**config.mk**
```make
export PLATFORM = sky130hd
export DESIGN_NAME = instr_fetch_mem_flat
export DESIGN_NICKNAME = d
export VERILOG_FILES = /design/src/rtl/instr_fetch_mem_if.sv /design/src/rtl/instr_fetch_mem.sv /design/src/flat_wrapper.sv
export SDC_FILE = /design/constraint.sdc
export NUM_CORES = 1
export LEC_CHECK = 0
export ABC_AREA = 1
export BUFFER_PORTS_ARGS = -buffer_cell sky130_fd_sc_hd__buf_2
export CAP_MARGIN = 20
export CORE_MARGIN = 4
export CORE_UTILIZATION = 60
export CTS_BUF_LIST = sky130_fd_sc_hd__clkbuf_8
export DETAILED_ROUTE_END_ITERATION = 16
export PLACE_DENSITY = 0.82
export SYNTH_ARGS = -nofsm -noshare
export SYNTH_HDL_FRONTEND = slang
export SYNTH_SLANG_ARGS = --single-unit
```
**constraint.sdc**
```tcl
create_clock -name clk -period 4.12 [get_ports clk]
set_input_delay 0.824 -clock clk [delete_from_list [all_inputs] [get_ports clk]]
set_output_delay 0.824 -clock clk [all_outputs]
set_load 0.1 [all_outputs]
```
**src/rtl/instr_fetch_mem_if.sv**
```systemverilog
// Fetch-side bus between the fetch stage (master) and the instruction memory (slave).
//
// Handshake: a request transfers on a rising edge where req_valid & req_ready are
// both 1. The master must keep pc stable while req_valid=1 and req_ready=0. A
// response transfers on a rising edge where resp_valid & resp_ready are both 1. The
// slave holds resp_valid, resp_instr and resp_err stable until that edge.
interface instr_fetch_mem_if #(
  parameter int ADDR_W = 32
);
  logic              req_valid;
  logic              req_ready;
  logic [ADDR_W-1:0] pc;
  logic              resp_valid;
  logic              resp_ready;
  logic [31:0]       resp_instr;
  logic [1:0]        resp_err;

  modport master (
    output req_valid, pc, resp_ready,
    input  req_ready, resp_valid, resp_instr, resp_err
  );

  modport slave (
    input  req_valid, pc, resp_ready,
    output req_ready, resp_valid, resp_instr, resp_err
  );
endinterface

```
**src/rtl/instr_fetch_mem.sv**
```systemverilog
// Word-organised instruction memory. The program is written over the load port
// while in LOAD; in RUN the fetch port returns one registered response per
// accepted PC. Misaligned, out-of-range and never-written fetches return
// ERR_INSTR with an error code instead of stale or aliased data.
module instr_fetch_mem #(
  parameter int          DEPTH_WORDS = 16,
  parameter int          ADDR_W      = 32,
  parameter logic [31:0] ERR_INSTR   = 32'h0000_0000,
  localparam int         CNT_W       = $clog2(DEPTH_WORDS) + 1
) (
  input  logic              clk,
  input  logic              rst,
  input  logic              ld_mode,
  input  logic              ld_we,
  input  logic [ADDR_W-1:0] ld_addr,
  input  logic [31:0]       ld_data,
  output logic              in_load,
  output logic [CNT_W-1:0]  words_loaded,
  output logic [1:0]        dbg_state,
  instr_fetch_mem_if.slave  fetch
);
  localparam int IDX_W = $clog2(DEPTH_WORDS);
  // Depth expressed at full word-index width so range checks never wrap.
  localparam logic [ADDR_W-3:0] DEPTH_IDX = (ADDR_W-2)'(DEPTH_WORDS);

  typedef enum logic [1:0] {
    S_LOAD  = 2'd0,
    S_RUN   = 2'd1,
    S_DRAIN = 2'd2
  } state_e;

  state_e state_q, state_d;

  logic [31:0]            mem_q [DEPTH_WORDS];
  logic [DEPTH_WORDS-1:0] vld_q, vld_d;
  logic [CNT_W-1:0]       cnt_q, cnt_d;

  logic        resp_valid_q, resp_valid_d;
  logic [31:0] resp_instr_q, resp_instr_d;
  logic [1:0]  resp_err_q, resp_err_d;

  logic [ADDR_W-3:0] ld_word, pc_word;
  logic [IDX_W-1:0]  ld_idx, pc_idx;
  logic              load_wr;
  logic              resp_free;
  logic              accept;
  logic [31:0]       fetch_instr;
  logic [1:0]        fetch_err;
  logic              unused_ld_lsb;

  // Byte address bits [1:0] of the load port carry no information.
  assign unused_ld_lsb = ^ld_addr[1:0];

  assign ld_word = ld_addr[ADDR_W-1:2];
  assign ld_idx  = ld_addr[IDX_W+1:2];
  assign pc_word = fetch.pc[ADDR_W-1:2];
  assign pc_idx  = fetch.pc[IDX_W+1:2];

  assign load_wr   = (state_q == S_LOAD) && ld_we && (ld_word < DEPTH_IDX);
  assign resp_free = !resp_valid_q || fetch.resp_ready;
  assign accept    = fetch.req_valid && fetch.req_ready;

  assign fetch.req_ready  = (state_q == S_RUN) && resp_free && !ld_mode;
  assign fetch.resp_valid = resp_valid_q;
  assign fetch.resp_instr = resp_instr_q;
  assign fetch.resp_err   = resp_err_q;
  assign in_load          = (state_q == S_LOAD);
  assign words_loaded     = cnt_q;
  assign dbg_state        = state_q;

  // Mode FSM: leave RUN only once no response is left stalled at the output.
  always_comb begin
    state_d = state_q;
    case (state_q)
      S_LOAD:  if (!ld_mode) state_d = S_RUN;
      S_RUN:   if (ld_mode) state_d = resp_free ? S_LOAD : S_DRAIN;
      S_DRAIN: if (resp_free) state_d = S_LOAD;
      default: state_d = S_LOAD;
    endcase
  end

  // State register.
  always_ff @(posedge clk or negedge rst) begin
    if (!rst) state_q <= S_LOAD;
    else      state_q <= state_d;
  end

  // Instruction storage; contents survive reset, the valid bits gate reads.
  always_ff @(posedge clk) begin
    if (load_wr) mem_q[ld_idx] <= ld_data;
  end

  // Valid bits and distinct-word counter; rewrites of a valid word do not count.
  always_comb begin
    vld_d = vld_q;
    cnt_d = cnt_q;
    if (load_wr) begin
      vld_d[ld_idx] = 1'b1;
      if (!vld_q[ld_idx]) cnt_d = cnt_q + CNT_W'(1);
    end
  end

  // Valid-bit and counter registers.
  always_ff @(posedge clk or negedge rst) begin
    if (!rst) begin
      vld_q <= '0;
      cnt_q <= '0;
    end else begin
      vld_q <= vld_d;
      cnt_q <= cnt_d;
    end
  end

  // Error classification of the presented PC, highest priority first.
  always_comb begin
    fetch_err   = 2'b00;
    fetch_instr = mem_q[pc_idx];
    if (fetch.pc[1:0] != 2'b00) begin
      fetch_err   = 2'b01;
      fetch_instr = ERR_INSTR;
    end else if (pc_word >= DEPTH_IDX) begin
      fetch_err   = 2'b10;
      fetch_instr = ERR_INSTR;
    end else if (!vld_q[pc_idx]) begin
      fetch_err   = 2'b11;
      fetch_instr = ERR_INSTR;
    end
  end

  // Response next-state: load on accept, clear on consume, otherwise hold.
  always_comb begin
    resp_valid_d = resp_valid_q;
    resp_instr_d = resp_instr_q;
    resp_err_d   = resp_err_q;
    if (accept) begin
      resp_valid_d = 1'b1;
      resp_instr_d = fetch_instr;
      resp_err_d   = fetch_err;
    end else if (fetch.resp_ready) begin
      resp_valid_d = 1'b0;
    end
  end

  // Response registers; reset drops any pending response immediately.
  always_ff @(posedge clk or negedge rst) begin
    if (!rst) begin
      resp_valid_q <= 1'b0;
      resp_instr_q <= ERR_INSTR;
      resp_err_q   <= 2'b00;
    end else begin
      resp_valid_q <= resp_valid_d;
      resp_instr_q <= resp_instr_d;
      resp_err_q   <= resp_err_d;
    end
  end
endmodule
```
**src/flat_wrapper.sv**
```systemverilog
// flat-port wrapper written by rule: the top's interface ports become plain ports
module instr_fetch_mem_flat 
#(
  parameter int          DEPTH_WORDS = 16,
  parameter int          ADDR_W      = 32,
  parameter logic [31:0] ERR_INSTR   = 32'h0000_0000,
  localparam int         CNT_W       = $clog2(DEPTH_WORDS) + 1
)
  (clk, rst, ld_mode, ld_we, ld_addr, ld_data, in_load, words_loaded, dbg_state, fetch_req_valid, fetch_pc, fetch_resp_ready, fetch_req_ready, fetch_resp_valid, fetch_resp_instr, fetch_resp_err);
  instr_fetch_mem_if #(.ADDR_W(ADDR_W)) fetch_i ();
  input  logic clk;
  input  logic rst;
  input  logic ld_mode;
  input  logic ld_we;
  input  logic [ADDR_W-1:0] ld_addr;
  input  logic [31:0] ld_data;
  output logic in_load;
  output logic [CNT_W-1:0] words_loaded;
  output logic [1:0] dbg_state;
  input wire logic [$bits(fetch_i.req_valid)-1:0] fetch_req_valid;
  input wire logic [$bits(fetch_i.pc)-1:0] fetch_pc;
  input wire logic [$bits(fetch_i.resp_ready)-1:0] fetch_resp_ready;
  output wire logic [$bits(fetch_i.req_ready)-1:0] fetch_req_ready;
  output wire logic [$bits(fetch_i.resp_valid)-1:0] fetch_resp_valid;
  output wire logic [$bits(fetch_i.resp_instr)-1:0] fetch_resp_instr;
  output wire logic [$bits(fetch_i.resp_err)-1:0] fetch_resp_err;
  assign fetch_i.req_valid = fetch_req_valid;
  assign fetch_i.pc = fetch_pc;
  assign fetch_i.resp_ready = fetch_resp_ready;
  assign fetch_req_ready = fetch_i.req_ready;
  assign fetch_resp_valid = fetch_i.resp_valid;
  assign fetch_resp_instr = fetch_i.resp_instr;
  assign fetch_resp_err = fetch_i.resp_err;
  instr_fetch_mem #(.DEPTH_WORDS(DEPTH_WORDS), .ADDR_W(ADDR_W), .ERR_INSTR(ERR_INSTR)) u_core (.clk(clk), .rst(rst), .ld_mode(ld_mode), .ld_we(ld_we), .ld_addr(ld_addr), .ld_data(ld_data), .in_load(in_load), .words_loaded(words_loaded), .dbg_state(dbg_state), .fetch(fetch_i));
endmodule
```
# Word level (Yosys, flattened, before mapping)
# Memory sizes are Yosys's and may differ from the RTL's.
# Index checks and enable logic that the tools add are counted.
# totals
regBits	58
mem_bits_rw	512
out_inout_bits	44
mem_count	1
# classes
addsub	1
magnitude_cmp	5
eq_ne	5
muxes	21
bitwise_logic	2
reduce_logical	14
# mem_list
memory	depth	word_bits	read_ports	rd_ports_with_merged_regs	write_ports	line	rtl
u_core.mem_q	16	32	1	0	1	instr_fetch_mem.sv:34	logic [31:0] mem_q [DEPTH_WORDS];
# op_table
op	n
$mux 32	3
$ge 30x5->1 const B	1
$lt 30x5->1 const B	1
$or 16x16->16	1
$mux 2	7
$lt 4x5->1 const B	2
$bmux 1 s4	2
$mux 1	7
$logic_and 1x1->1	6
$pmux 2 s3	1
$add 5x1->5 const B	1
$demux 1 s4	1
$ge 4x1->1 const B	1
$ne 2x2->1 const B	2
$reduce_bool 2->1	2
$reduce_and 3->1	1
$eq 2x1->1 const B	1
$eq 2x2->1 const B	1
$logic_not 1->1	2
$logic_not 2->1	1
$ne 2x1->1 const B	1
$reduce_and 2->1	1
$logic_or 1x1->1	1
$not 1->1	1

# Longest topological paths before layout
# Gate-level depths: netlist of the first run.
# depth
ltp_word	6
ltp_mapped	14

# Worst setup path after synthesis of the first run
# No wires, ideal clock.
# synth_path
path_type	register -> register
from	register u_core.state_q[1], in the netlist u_core.dbg_state[1]
to	memory u_core.mem_q[0][0], enable pin
arrival_time_ps	3983
t_required_ps	3699
path_slack_ps	-284
stages_incl_launch_ff	7
n_path_buf	0
period_less_slack_ps	4404
cell_sequence	dfrtp_1 -> nor2_2 -> nand4_1 -> or2_2 -> nor2_1 -> nand2_1 -> nor2_1
# synth_between
elab_chain_cells	5
# synth_lines
item	line	rtl
start: declaration	instr_fetch_mem.sv:32	state_e state_q, state_d;
start signal: assignment	instr_fetch_mem.sv:85	else state_q <= state_d;
$logic_not 2->1	n/a	
net in_load	flat_wrapper.sv:17	output logic in_load;
$logic_and 1x1->1 (2 in series)	instr_fetch_mem.sv:59	assign load_wr = (state_q == S_LOAD) && ld_we && (ld_word < DEPTH_IDX);
$mux 1	instr_fetch_mem.sv:90	if (load_wr) mem_q[ld_idx] <= ld_data;
$mux 1 (not written as such)	instr_fetch_mem.sv:90	
end: declaration	instr_fetch_mem.sv:34	
# The timed path passes the listed nets, and every way through them passes these cells.

# Worst setup path after layout of the first run
# layout_path
from	register u_core.state_q[1], in the netlist u_core.dbg_state[1]
to	memory u_core.mem_q[11][15], enable pin
# layout_between
elab_chain_cells	5
# layout_lines
item	line
$logic_not 2->1	instr_fetch_mem.sv:59
$logic_and 1x1->1 (2 in series)	instr_fetch_mem.sv:59
$mux 1	instr_fetch_mem.sv:90
$mux 1 (not written as such)	instr_fetch_mem.sv:90
# Every way passes these cells.

==> key figures, run 1 <==
STA
  • Relative slew slack: 33.8%
  • Worst slew pin tran: 0.993 ns
  • # setup viols final: 0
  • Unrepaired setup endpoints after global routing: false
  • Final hold violations: 0
  • Fin crit period: 2.91 ns
  • Fin crit share: 70.5%
  • Fin worst setup slack: 1.21 ns
  • Pins Over Slew Limit: 0
  • Clock skew: 0.0255 ns
  • Fmax: 0.344 GHz

Placed design
  • DP Worst Slack: 0.848 ns
  • Post-DP HPWL: 31.5 mm
  • Placed Area: 26000 sq um
  • Number of port buffers: 143
  • GP Congestion: 0.828

Routing
  • Vias per cell: 5.50
  • DRT iter0 DRCs: 1973
  • Routed length on met2: 28.3 mm
  • Post-route DRC: 0
  • Detailed-route wire length per cell: 18.2 microns
  • Drt first pass iters: 6
  • Final wirelength: 58.3 mm
  • Routed met3 length: 5.80 mm
  • Via Count: 17600
  • DR top layer: met4
  • DRT met1 WL: 22.1 mm
  • Antenna Violating Nets Remaining: 0

Setup path
  • Worst path required time: 4.44 ns
  • Critical path type: flop to flop
  • Critical Path Fanout Max: 21
  • CP top delay family: simple AND/OR/NAND/NOR gates
  • CP arrival: 3.23 ns
  • Bufs and invs on worst path: 1
  • Max stage delay on crit path: 0.55 ns
  • Worst Setup End Kind: flop
  • Slowest CP cell: nor2_4
  • CP Launch Type: flop
  • Crit-path cells: nor2_2 > nand4_1 > or2_2 > nor2_1 > nand2_1 > nor2_4 > buf_12

Power
  • Tot Pwr: 11.4 mW
  • Comb pwr share: 6.0%
  • PwrDens: 413 nW/um^2
  • Internal power: 8.78 mW
  • Psw: 2.62 mW
  • Flop pwr share: 55.4%
  • Sw Share: 23.0%
  • VDD IR max: 0.000245 V
  • Clk pwr share: 38.6%
  • Leak pwr: 12.1 nW

Logic synthesis
  • Ys async rst share: 10.2%
  • Mapped Nets: 2558
  • Largest cells by area after synthesis: edfxtp_1 (63%), nand2_1 (14%), dfrtp_1 (5.9%)
  • Gate Count Post-Synth: 2455
  • Cell with the most instances after synthesis: nand2_1
  • Post-synth top cells: nand2_1 (932), edfxtp_1 (512), inv_1 (287)
  • Number of synthesized register bits: 570
  • Avg Synthesized Cell Area: 9.98 sq um
  • Top cell type's share of synthesized area: 62.8%
  • Sequential share of the synthesized area: 68.7%
  • Cell area after synthesis: 24500 sq um
  • Syn. warnings: 0
  • Cell taking the most area after synthesis: edfxtp_1
  • Netlist cell types: 26
  • EDFF count, synth: 512
  • Top_reg_cell synth: edfxtp_1

Clock network
  • Root buffer cell: clkbuf_8
  • Clk buf depth: 3
  • PostCTS Resize Cnt: 0
  • Hold_buf cts: 0
  • TritonCTS Buffers: 88
  • Postcts setup bufs: 0
  • TritonCTS clock tree: done
  • Clock slew at reported path FFs: 0.07 ns
  • Worst-Skew Late Latency: 0.65 ns
  • CTS Sinks: 570
  • H-tree Lvls: 3

Die
  • Core ar.: 40000 sq um
  • Chip height: 210 microns
  • Die W: 210 microns
  • Core Rows: 73
  • I/O Pins: 146
  • Die area: 44100 sq um
  • Initial Utilization: 61.2%

Cells and area
  • Share of cells above drive strength 1: 11.8%
  • Register area: 16800 sq um
  • Fin area: 27600 sq um
  • Area Growth Syn to Fin: 12.7%
  • Layout Nets: 2713
  • Fillers: 2766
  • Final design utilization: 69.0%
  • Footprint of the multi-input gates: 6200 sq um

Global route
  • Number of global-route vias before repair: 17500
  • Wire length of the first global-routing pass: 91.0 mm
  • Largest net degree at the start of global routing: 159
  • GRT Resource Usage Total: 26.2%
  • Total gr overflow: 0
  • Initial antenna violation count: 3

Hold path
  • Worst min path class: input port to async pin

Run status
  • Status: completed

Flow run
  • Maximum Capacitance Violations: 0
## kinds of logic after synthesis
kind of cell	after synthesis	synth area share (%)
DFF	570	68.7
buffers and inverters	407	6.52
xor gates and xnor gates	3	0.107
adders and majority gates	1	0.0511
AOI/OAI and AO/OA	85	1.75
and+or+nand+nor	1389	22.9
## area by class of cell
class,instances,area share [%]
Antenna cell,3,0.0272
Clock buffer,94,4.69
Clock inverter,67,1.26
Inverter,289,3.96
Multi-Input combinational cell,1478,22.5
Sequential cell,570,60.9
Tap cell,525,2.38
Timing Repair Buffer,183,4.30
## layout by cell type, fill, tap and decap left out, drive strengths merged
| master | count |
|---|---|
| and2 | 1 |
| nand2 | 933 |
| dfrtp | 58 |
| edfxtp | 512 |
| clkbuf | 94 |
| clkinv | 31 |
| bufinv | 3 |
| nand4 | 8 |
| inv | 321 |
| nand3 | 274 |
| nor2 | 166 |
| clkinvlp | 1 |
| or2 | 3 |
| xor2 | 1 |
| nor3 | 4 |
| a21oi | 36 |
| xnor2 | 2 |
| o21ai | 49 |
| ha | 1 |
| diode | 3 |
| buf | 183 |
## layer usage
metal	up-vias	global-route usage, %
li1	8255	-
met1	8220	34.0
met2	985	43.7
met3	175	5.12
met4	0	11.2
met5	-	0
## through the flow
| stage | std cells | setup TNS (ns) | hold slack, ns |
|---|---|---|---|
| floorplan | 2455 | -141.71 | 0.440 |
| global placement | 3045 | 0 | 0.453 |
| detailed placement | 3045 | 0 | 0.460 |
| CTS | 3206 | 0 | 0.339 |
| global route | 3208 | 0 | 0.364 |
| finish | 3209 | 0 | 0.339 |
## worst paths after layout
path / cells past startpoint / from / slack (ns) / to
setup / recovery: 7 / u_core.dbg_state[1]$_DFFE_PN0P_ / 1.21 / u_core.mem_q[11][15]$_DFFE_PP_
hold / removal: 1 / rst / 0.34 / u_core.vld_q[4]$_DFFE_PN0N_
setup reg to reg: 7 / u_core.dbg_state[1]$_DFFE_PN0P_ / 1.21 / u_core.mem_q[11][15]$_DFFE_PP_
hold reg to reg: 2 / u_core.fetch.resp_instr[9]$_DFFE_PN0P_ / 0.47 / u_core.fetch.resp_instr[9]$_DFFE_PN0P_
max in group asynchronous: 2 / rst / 2.79 / u_core.fetch.resp_instr[18]$_DFFE_PN0P_
min in group clk: 2 / ld_mode / 0.37 / u_core.dbg_state[0]$_DFFE_PN0P_
## power by group through the flow
stage                     logic (mW)  clock network [mW]  registers, mW
after floorplan                0.376                   0           6.47
after global placement         0.651                   0           6.43
after detailed placement       0.673                   0           6.43
after CTS                      0.678                4.46           6.31
after global routing           0.758                4.74           6.30
final                          0.683                4.40           6.31
## registers in the layout, summed over array words and instances (netlist names)
register and flops:
u_core.fetch.resp_instr 32, u_core.words_loaded 5, u_core.mem_q 512, u_core.fetch.resp_err 2, u_core.vld_q 16, u_core.fetch.resp_valid 1, u_core.dbg_state 2
Note: power is estimated with default switching activity, not from simulation.
==> inputs of run 2 (changes only) <==
--- a/config.mk
+++ b/config.mk
@@ -9,10 +9,10 @@
 export BUFFER_PORTS_ARGS = -buffer_cell sky130_fd_sc_hd__buf_2
 export CAP_MARGIN = 20
 export CORE_MARGIN = 4
-export CORE_UTILIZATION = 60
+export CORE_UTILIZATION = 57
 export CTS_BUF_LIST = sky130_fd_sc_hd__clkbuf_8
 export DETAILED_ROUTE_END_ITERATION = 16
-export PLACE_DENSITY = 0.82
+export PLACE_DENSITY = 0.81
 export SYNTH_ARGS = -nofsm -noshare
 export SYNTH_HDL_FRONTEND = slang
 export SYNTH_SLANG_ARGS = --single-unit
==> constraint.sdc (replaced) <==
create_clock -name clk -period 2.43 [get_ports clk]
set_input_delay 0.486 -clock clk [delete_from_list [all_inputs] [get_ports clk]]
set_output_delay 0.486 -clock clk [all_outputs]
set_load 0.1 [all_outputs]
==> key figures, run 2 (synthesized netlist as in run 1, its figures left out) <==
Die
  • Die area: 46400 sq um (+5.1%)
  • Core Rows: 75 (+2.7%)
  • Initial Utilization: 58.0% (-3.2 points)
  • Die W: 215 microns (+2.5%)
  • Chip height: 215 microns (+2.5%)
  • Core ar.: 42200 sq um (+5.6%)
  • I/O Pins: 146 (unchanged)

Routing
  • Via Count: 17900 (+1.4%)
  • Drt first pass iters: 8 (+2)
  • DRT iter0 DRCs: 2148 (+8.9%)
  • Post-route DRC: 0 (unchanged)
  • Vias per cell: 5.51 (+0.32%)
  • Final wirelength: 60.0 mm (+2.9%)
  • Detailed-route wire length per cell: 18.5 microns (+1.8%)
  • Antenna Violating Nets Remaining: 0 (unchanged)

Setup path
  • CP Launch Type: flop
  • Worst Reg2Reg Path Length in Cells: 7 (unchanged)
  • Worst path required time: 1.94 ns (-2.50 ns)
  • Worst Setup End Kind: primary output
  • CP arrival: 1.78 ns (-1.45 ns)
  • Critical path type: flop to primary output
  • Critical Path Fanout Max: 5 (-76%)

Cells and area
  • Fillers: 2939 (+6.3%)
  • Biggest register: u_core.mem_q
  • Share of cells above drive strength 1: 13.1% (+1.3 points)
  • Layout Nets: 2739 (+0.96%)
  • Max FFs per register: 512 (unchanged)
  • Area Growth Syn to Fin: 14.5%
  • Most common cell after layout, fill and taps aside: nand2_1
  • Most frequent cells in the layout: nand2_1 (928), edfxtp_1 (512), inv_1 (316), nand3_1 (274), nor2_1 (147)

STA
  • Fin worst setup slack: 0.163 ns (-1.05 ns)
  • Pins Over Slew Limit: 0 (unchanged)
  • Worst slew pin tran: 0.659 ns (-0.334 ns)
  • Clock skew: 0.0537 ns (+0.0283 ns)
  • Setup_tns: 0 ns (unchanged)
  • Unrepaired setup endpoints after global routing: false
  • Fin crit period: 2.27 ns
  • # setup viols final: 0 (unchanged)
  • Final hold violations: 0 (unchanged)
  • Fin crit share: 93.3%
  • Fmax: 0.441 GHz
  • Relative slew slack: 56.1% (+22 points)

Clock network
  • CTS Sinks: 570 (unchanged)
  • Root buffer cell: clkbuf_8
  • H-tree Lvls: 3 (unchanged)
  • Clk buf depth: 3 (unchanged)
  • Worst-Skew Late Latency: 0.67 ns (+0.02 ns)
  • TritonCTS Buffers: 86 (-2.3%)
  • TritonCTS clock tree: done
  • Clock slew at reported path FFs: 0.06 ns (about the same)

Placed design
  • Post-DP HPWL: 35.0 mm (+11%)
  • GP Congestion: 0.890 (+7.5%)
  • DP Worst Slack: 0.128 ns (-0.720 ns)
  • Number of port buffers: 143 (unchanged)

Power
  • VDD IR max: 0.000419 V (+71%)
  • Leak pwr: 12.3 nW (+1.9%)
  • PwrDens: 686 nW/um^2 (+66%)
  • Tot Pwr: 19.2 mW (+69%)

Global route
  • Total gr overflow: 0 (unchanged)
  • GRT Resource Usage Total: 25.3% (-0.89 points)
  • Wire length of the first global-routing pass: 93.1 mm (+2.4%)
  • Initial antenna violation count: 2 (-1)
  • Number of global-route vias before repair: 17800 (+2.0%)
  • Largest net degree at the start of global routing: 85 (-47%)

Flow run
  • Maximum Capacitance Violations: 0 (unchanged)

Run status
  • Status: completed

Hold path
  • Worst min path class: input port to flop
  • Hold depth: 3
==> run 2: path summary, 6_finish.rpt <==
| kind | from | to | slack, ns |
|---|---|---|---|
| setup / recovery | u_core.dbg_state[1]$_DFFE_PN0P_ | fetch_req_ready | 0.16 |
| hold / removal | fetch_resp_ready | u_core.dbg_state[1]$_DFFE_PN0P_ | 0.09 |
| setup reg to reg | u_core.dbg_state[0]$_DFFE_PN0P_ | u_core.mem_q[0][30]$_DFFE_PP_ | 0.19 |
| hold reg to reg | u_core.fetch.resp_instr[28]$_DFFE_PN0P_ | u_core.fetch.resp_instr[28]$_DFFE_PN0P_ | 0.47 |
| max in group asynchronous | rst | u_core.fetch.resp_instr[24]$_DFFE_PN0P_ | 1.37 |
| min in group asynchronous | rst | u_core.dbg_state[1]$_DFFE_PN0P_ | 0.38 |
==> run 2: area by class of cell <==
class	instances	area [sq um]	area share (%)
Clock inverter	63	320	1.14
Timing Repair Buffer	211	1600	5.70
Antenna cell	2	5.00	0.0178
Multi-Input combinational cell	1478	6250	22.3
Tap cell	539	674	2.40
Sequential cell	570	16800	60.0
Inverter	289	1090	3.89
Clock buffer	93	1280	4.56
==> run 2: where the power goes <==
part / internal [mW] / switching [mW]
clock: 3.75 / 3.59
combinational: 0.332 / 0.881
sequential: 10.7 / 0.00597
==> run 2: metrics by stage <==
| stage | cells | util [%] | hold WS (ns) | instance area [sq um] |
|---|---|---|---|---|
| finish | 3245 | 66.4 | 0.0861 | 28100 |
| global route | 3245 | 66.4 | 0.0938 | 28100 |
| CTS | 3243 | 66.4 | 0.0444 | 28000 |
| detailed placement | 3085 | 62.6 | 0.461 | 26400 |
| global placement | 3085 | 62.6 | 0.459 | 26400 |
| floorplan | 2455 | - | 0.190 | 24700 |
==> run 2: layer usage <==
metal  global-route usage (%)  vias up  routed length, microns
li1                         -     8316                       -
met1                     32.0     8424                   22300
met2                     43.4      998                   30000
met3                     4.77      152                    5890
met4                     10.1        0                    1760
met5                        0        -                       0
==> run 2: repair_timing <==
item	CTS	global route
hold endpoints to repair	33	0
gates resized for setup	1	1
setup buffers	0	0
hold buffers	2	0
setup endpoints to repair	1	1
==> run 2: worst max-delay path, cell delays in order (launching register included) <==
cell     delay [ns]
dfrtp_4        0.51
nor3_1         0.18
and2_2         0.20
buf_6          0.23
